--- config.mk ---
export PLATFORM = sky130hd
export DESIGN_NAME = event_capture_core
export DESIGN_NICKNAME = d
export VERILOG_FILES = /design/src/rtl/event_capture_core.sv
export SDC_FILE = /design/constraint.sdc
export NUM_CORES = 1
export LEC_CHECK = 0
export ABC_AREA = 1
export ABC_CLOCK_PERIOD_IN_PS = 6200
export CAP_MARGIN = 10
export CORE_UTILIZATION = 50
export CTS_CLUSTER_DIAMETER = 60
export DETAILED_ROUTE_END_ITERATION = 10
export GPL_TIMING_DRIVEN = 0
export MAX_ROUTING_LAYER = met4
export PLACE_DENSITY = 0.73
export REMOVE_ABC_BUFFERS = 1
export SYNTH_ARGS = -nofsm -noshare
export SYNTH_HDL_FRONTEND = slang
export SYNTH_SLANG_ARGS = --single-unit
--- constraint.sdc ---
create_clock -name clk -period 6.2 [get_ports clk]
set_input_delay 1.24 -clock clk [delete_from_list [all_inputs] [get_ports clk]]
set_output_delay 1.24 -clock clk [all_outputs]
set_load 0.02 [all_outputs]
--- src/rtl/event_capture_core.sv ---
// Probe trigger evaluation and capture of {timestamp, id, probe} records into a
// first-word-fall-through FIFO drained by the register block.
module event_capture_core #(
    parameter int unsigned PROBE_W    = 32,
    parameter int unsigned ID_W       = 8,
    parameter int unsigned TS_W       = 32,
    parameter int unsigned FIFO_DEPTH = 16
) (
    input  logic                             clk,
    input  logic                             rst_n,
    input  logic [PROBE_W-1:0]               probe,
    input  logic                             en,
    input  logic                             arm,
    input  logic [1:0]                       trig_mode,
    input  logic [PROBE_W-1:0]               trig_value,
    input  logic [PROBE_W-1:0]               trig_mask,
    input  logic                             clear_sticky,
    input  logic                             evt_pop,
    output logic [TS_W+ID_W+PROBE_W-1:0]     evt_data,
    output logic                             evt_valid,
    output logic                             fifo_empty,
    output logic                             fifo_full,
    output logic [$clog2(FIFO_DEPTH+1)-1:0]  fifo_count,
    output logic                             triggered_sticky,
    output logic                             fifo_overflow_sticky
);

    localparam int unsigned AW = $clog2(FIFO_DEPTH);
    localparam int unsigned CW = $clog2(FIFO_DEPTH+1);
    localparam int unsigned EW = TS_W + ID_W + PROBE_W;

    logic [PROBE_W-1:0] probe_q;
    logic               match_q;
    logic [TS_W-1:0]    ts_q;
    logic [ID_W-1:0]    id_q;
    logic [AW-1:0]      wr_ptr_q, rd_ptr_q;
    logic [CW-1:0]      count_q, count_d;
    logic               trig_q, trig_d;
    logic               ovf_q, ovf_d;
    logic [EW-1:0]      mem_q [FIFO_DEPTH];

    logic match, hit, cap, pop, push, drop, full, empty;

    assign match = ((probe ^ trig_value) & trig_mask) == '0;

    always_comb begin
        hit = 1'b0;
        unique case (trig_mode)
            2'd0:    hit = match;
            2'd1:    hit = match && !match_q;
            2'd2:    hit = ((probe ^ probe_q) & trig_mask) != '0;
            default: hit = 1'b0;
        endcase
    end

    assign empty = (count_q == '0);
    assign full  = (count_q == CW'(FIFO_DEPTH));
    assign cap   = en && arm && hit;
    // A pop on an empty FIFO is ignored, so a push into empty never pairs with a pop.
    assign pop   = evt_pop && !empty;
    assign push  = cap && (!full || pop);
    assign drop  = cap && full && !pop;

    always_comb begin
        count_d = count_q;
        if (push && !pop) begin
            count_d = count_q + CW'(1);
        end else if (pop && !push) begin
            count_d = count_q - CW'(1);
        end
    end

    // Set wins over clear so a hit coinciding with clear_sticky is never lost.
    assign trig_d = cap  ? 1'b1 : (clear_sticky ? 1'b0 : trig_q);
    assign ovf_d  = drop ? 1'b1 : (clear_sticky ? 1'b0 : ovf_q);

    always_ff @(posedge clk) begin
        if (!rst_n) begin
            probe_q  <= '0;
            match_q  <= 1'b0;
            ts_q     <= '0;
            id_q     <= '0;
            wr_ptr_q <= '0;
            rd_ptr_q <= '0;
            count_q  <= '0;
            trig_q   <= 1'b0;
            ovf_q    <= 1'b0;
        end else begin
            probe_q <= probe;
            match_q <= match;
            if (en) begin
                ts_q <= ts_q + TS_W'(1);
            end
            if (push) begin
                id_q     <= id_q + ID_W'(1);
                wr_ptr_q <= wr_ptr_q + AW'(1);
            end
            if (pop) begin
                rd_ptr_q <= rd_ptr_q + AW'(1);
            end
            count_q <= count_d;
            trig_q  <= trig_d;
            ovf_q   <= ovf_d;
        end
    end

    always_ff @(posedge clk) begin
        if (push) begin
            mem_q[wr_ptr_q] <= {ts_q, id_q, probe};
        end
    end

    assign fifo_empty           = empty;
    assign fifo_full            = full;
    assign evt_valid            = !empty;
    assign fifo_count           = count_q;
    assign evt_data             = empty ? '0 : mem_q[rd_ptr_q];
    assign triggered_sticky     = trig_q;
    assign fifo_overflow_sticky = ovf_q;

endmodule

======== Yosys cells after proc, flatten, opt, wreduce, memory -nomap -nowiden ========
Memories as Yosys holds them, arrays and structs flattened. A register that Yosys moved wholly into a read port is not among the register bits.
Cells that the tools add are included.
word-level totals
  bits in writable memories ............... 1152
  logic and storage cells ................. 56
  memories ................................ 1
  bits in registers ....................... 88
  input bits .............................. 104
memory list
  name   words  bits a word  read ports  clocked after Yosys merged registers in  write ports  line  text
  mem_q  16     72           1           1                                        1            40    logic [EW-1:0] mem_q [FIFO_DEPTH];
operators by class
  bitwise operators ....................... 4
  reduce and logical (&&, ||, !) cells .... 22
  add/subtract/negate cells ............... 6
  equal/unequal tests ..................... 3
  muxes and demuxes ....................... 11
operators with widths
  operator                                                               count
  72-bit two-way mux                                                     1
  32-bit AND                                                             2
  32-bit bitwise XOR                                                     2
  32-bit by 1-bit adder with 32-bit output, second input constant        1
  32-bit zero test                                                       1
  32-bit nonzero test                                                    1
  5-bit two-way mux                                                      2
  1-bit logical AND                                                      9
  4-bit by 1-bit adder with 4-bit output, second input constant          2
  8-bit by 1-bit adder with 8-bit output, second input constant          1
  4-bit two-way mux                                                      2
  2-bit nonzero test                                                     3
  5-bit by 1-bit adder with 5-bit output, second input constant          1
  5-bit equality test, second input constant                             1
  1-bit zero test                                                        5
  5-bit zero test                                                        1
  1-bit two-way mux                                                      5
  5-bit by 1-bit subtractor with 5-bit output, second input constant     1
  1-bit case mux with 3 select lines                                     1
  2-bit by 1-bit equality test with 1-bit output, second input constant  1
  2-bit equality test, second input constant                             1
  2-bit zero test                                                        1
  1-bit logical OR                                                       1

======== Longest topological paths before layout ========
Gate-level depths: netlist (run 1).
  depth after elaboration ................. 11
  depth in mapped cells ................... 22

======== Worst setup path before layout (run 1) ========
No wires, ideal clock.
  path kind ............................... input port to flip-flop
  from .................................... input probe[5]
  to ...................................... memory mem_q[11][0] in the netlist's numbering (enable)
  required time ........................... 5698 ps
  setup time .............................. 502 ps
  setup slack ............................. 395 ps
  data arrival time ....................... 5303 ps
  stages .................................. 12
  cells stage by stage .................... or2_1 nand3_1 nand2_1 nor2_1 nand2_1 nor2_1 nand3_1 nand2_1 nand3_4 inv_2 nand2_1 nor2_1
between the ends
  cells in the longest elaborated chain, start to end .. 9
  elaborated cells between the ends (all ways) .. 12
ends and longest elaborated chain
  item                                         line  text
  start, declared                              11    input logic [PROBE_W-1:0] probe,
  32-bit bitwise XOR                           44    assign match = ((probe ^ trig_value) & trig_mask) == '0;
  32-bit AND                                   44
  32-bit zero test                             44
  1-bit logical AND                            50    2'd1: hit = match && !match_q;
  1-bit case mux with 3 select lines (*)       48    unique case (trig_mode)
  1-bit logical AND (*)                        58    assign cap = en && arm && hit;
  1-bit logical AND (*)                        61    assign push = cap && (!full || pop);
  net push                                     42    logic match, hit, cap, pop, push, drop, full, empty;
  1-bit two-way mux (*)                        108   if (push) begin
  1-bit two-way mux (implied by the code) (*)  109   mem_q[wr_ptr_q] <= {ts_q, id_q, probe};
  end, declared                                40
The timed path passes the listed nets; every way through them passes the cells marked *.

==> results of run 1 <==
cell families after synthesis:
kind of cell	after synthesis
xor gates and xnor gates	20
and+or+nand+nor	1123
buffers and inverters	431
DFF	1244
adders and majority gates	12
AOI/OAI and AO/OA	1091
Yosys cell counts (all sizes together):
library cell	count
edfxtp	1152
nor2	677
o21ai	599
nand2	263
o221ai	192
clkbuf	182
inv	173
nand3	131
a21oi	103
o211ai	96
o22ai	96
dfxtp	92
buf	74
nor3	16
nand4	14
or2	13
xor2	12
ha	11
xnor2	8
nor4	7
a21o	2
clkinv	2
a211oi	1
a31oi	1
and3	1
fa	1
nor3b	1
o31ai	1
through the flow:
stage	power [mW]	utilization (%)	worst slack (ns)	hold WS, ns
floorplan	12.8	-	-12.54	0.447
global placement	14.5	52.9	-27.36	0.464
detailed placement	15.2	54.9	-0.279	0.461
CTS	22.2	58.9	0.0841	0.478
global route	23.0	58.9	0.0132	0.501
finish	22.3	58.9	0.233	0.477
area by class of cell:
type                    instances  share of cell area, %
flip-flops and latches       1244                   63.0
multi-input cells            2246                   20.0
repair buffers                266                   6.48
clock buffers                 158                   5.75
well taps                    1287                   2.78
inverters                     175                   1.18
clock inverters                64                  0.873
diodes                          1                0.00432
worst paths after layout:
kind / slack, ns / endpoint / from
worst min register to register: 0.48 / triggered_sticky / triggered_sticky
worst max register to register: 1.69 / mem_q[4][5] / probe_q[23]
worst max-delay path: 0.23 / evt_data[57] / register
worst min-delay path: 0.48 / triggered_sticky / triggered_sticky
repair_timing:
item / 4_1_cts / 5_1_grt
cloned: 0 / 1
buffers inserted: 2 / 0
resized for setup: 0 / 2
setup endpoints to repair: 11 / 26
hold buffers: 0 / 0
routing by layer:
layer  part of all wire (%)  up-vias  GRT usage (%)
li1                       -    14800              -
met3                    8.9      275           3.22
met1                     39    16400           34.4
met5                      0        -              -
met4                    3.0        0           9.34
met2                     49     1789           41.2
tightest hold or removal path: stages, from the launching register on:
cell and delay (ns):
dfxtp_1 0.31, nand2_1 0.06, a21oi_1 0.06
state kept, by name, summed over array words and instances (netlist names), named ones only:
register and count:
probe_q 32, rd_ptr_q 4, id_q 8, fifo_count 5
wr_ptr_q 4, match_q 1, triggered_sticky 1, mem_q 1152
fifo_overflow_sticky 1, ts_q 32
placed cells by master (no fill, tap or decap), drive strengths merged:
master and instances:
nand2 263, bufinv 6, nor3b 1, diode 1, o31ai 1, o22ai 96
and3 1, o21ai 599, buf 81, fa 1, nor2 677, inv 177
nand3 131, nand4 14, clkinv 47, o221ai 192, nor4 7, a21oi 103
a21o 2, xnor2 8, nor3 16, xor2 12, o211ai 96, clkinvlp 9
a211oi 1, edfxtp 1152, clkdlybuf4s50 184, or2 13, dfxtp 92, ha 11
clkbuf 159, a31oi 1
report_power, final:
part	switching, mW	internal (mW)
clock	3.04	4.02
sequential	0.132	9.16
combinational	3.87	2.03
total	7.05	15.2
==> results.txt, run 1 <==
- Cell type of the slowest stage on the worst timing path: dfxtp_4
* Crit end category: output pin
- Measured along the y axis, the die boundary spans 317 um.
* Number of vias after detailed routing: 33300
* Cell leakage power: ~19 nW
- After Yosys synthesis, and, or, nand and nor cells account for under 10% of the synthesized area.
* Yosys warnings: 0
- Counting distinct cell types in the post-synthesis netlist gives 42.
* Number of cell rows: between 100 and 150
- The routed design could run at a clock period as short as 5.97 ns.
* Unrepaired setup endpoints after global routing: false
- Max-cap violations: 0
- Estimated wirelength of the detail-placed design: ~70000 um
- After the last flow step, the layout net total stands at 4166.
- Share of post-route cells with drive strength above 1: 7.34%
* Skew final: 0.0245 ns
- Peak Freq: roughly 0.17 GHz
- Total area of multi-input combinational cells: 11600 sq um
- Slew Viols, Final: 0
- In this design, the critical path's most frequently occurring cell is buf_16.
- The synthesized netlist devotes 0.353% of its cell area to XOR and XNOR gates.
* TritonCTS clock tree: built
- Post-synthesis sequential area ratio: 73.4%
* Critical path's top delay family: buffers and inverters
* Worst-skew pair later-pin latency: 0.70 ns
- After clock tree synthesis, the clock-pin slew on the worst setup and hold paths is approximately 0.06 ns.
- Highest ir drop seen on vdd: 0.346 mV
- Kind of start point of the critical path: register
- RePlAce Congestion: 0.821
- The worst setup path is of the register to output pin kind.
* Area of the mapped netlist: 49600 sq um
- Dividing the detail-routed via count by the number of cells gives 6.11.
- In this run the deepest clock path goes through 3 buffers.
* Initial core utilization: around half
- Number of fill cells in the layout: 7256
* Critical path cell sequence: buf_16 -> buf_16 -> buf_16 -> clkinv_4 -> buf_16 -> o21ai_0 -> o22ai_1 -> o211ai_1 -> a21oi_1 -> clkdlybuf4s50_1
- Port buffering added 185 buffers.
- Post-Synthesis Mean Instance Area: 12.7 sq um
- The die covers 100000 sq um.
- Counting buffers and inverters, the worst setup path is 10 cells deep.
- With fillers left out, the area of the finished cells amounts to around 58000 sq um.
* Overall routed net length: between 100000 and 150000 um
- CTS placed an instance of clkbuf_16 at the clock tree root.
* Worst Tran Pin Value: 1.05 ns
- CTS built an H-tree with a depth of 3.
- Horiz. Die Dim: 317 um
* Count of unresolved DRC violations after routing: 0
- STA puts the critical path data arrival time at 4.73 ns.
- Once detail routing completed, the nets flagged for antenna violations numbered 0.
- The path class of the tightest hold or removal check is register to register.
- Total clock buffers created by CTS: 117
* Yosys top cell area share: between 60% and 70%
- The synthesized netlist devotes 0.318% of its cell area to adder and majority cells.
* Delay contributed by the slowest stage of the critical path: slightly above 0.7 ns
- After the first detailed-routing iteration, the DRC count stood at 4251.
- Setup violations remaining at the end of the flow were counted as 0.
- After detailed routing, the average wire length per cell comes to 23.7 um.
- Main combinational cell family by area after synthesis: compound AO/OA/AOI/OAI gates
- FF-to-FF path depth: 17
- Counting every sink on the clock net gives 1244.
- Counting both buffers and inverters, the worst setup path holds a total of 6.
- Dividing total power by cell area gives a power density of 384 nW/um^2.
* Total congestion overflow: 0
* Placed Area: between 50000 and 60000 sq um
- Wire length of the first global-routing pass: 190000 um
- STA puts the critical path data required time at 4.96 ns.
- WHS Path Cells: 2
- From synthesis to final layout, the design area changed by 16.7%.
- Relative slew slack: 30.1%
- The via count of the first global-routing pass is 31800.
- Multiplexer cells account for 0% of the synthesized area.
* Top cells by area, synth: edfxtp_1 (70%), o21ai_0 (5.9%), nor2_1 (5.1%)
* Post-synthesis cell type with the largest combined area: edfxtp_1
- First drt pass iteration count: 6
* Antenna violations before repair: 3
- Summing all flip-flop and latch instances after layout gives ~36000 sq um.
- Excluding fillers, the count of instances in the completed layout stands at approximately 5400.
- Number of top-level pins: between 150 and 200
- Area fraction in compound gates after synthesis: about an eighth
- The final critical path takes up between 90% and 100% of the cycle.
* TNS Setup: 0 ns
- Largest fanout on the critical path: 121
- Number of hold violations in the final report: 0
- After synthesis the netlist holds a flip-flop and latch count of 1244.
- Number of placed instances with taps included: 5215
- The core region is ~98000 sq um.
* Largest net degree at the start of global routing: 219
- In the global route stage, overall resource usage came out at 25.9%.
- Synthesis handed over a netlist of 3921 instances.
- The run finished with clean final reports.
(Power assumes the default switching activity.)
==> run 2, diff against run 1 <==
- ABC_CLOCK_PERIOD_IN_PS: 6200 -> unset
==> results of run 2 <==
The final DEF is identical to that of run 1; final timing and power are the same.
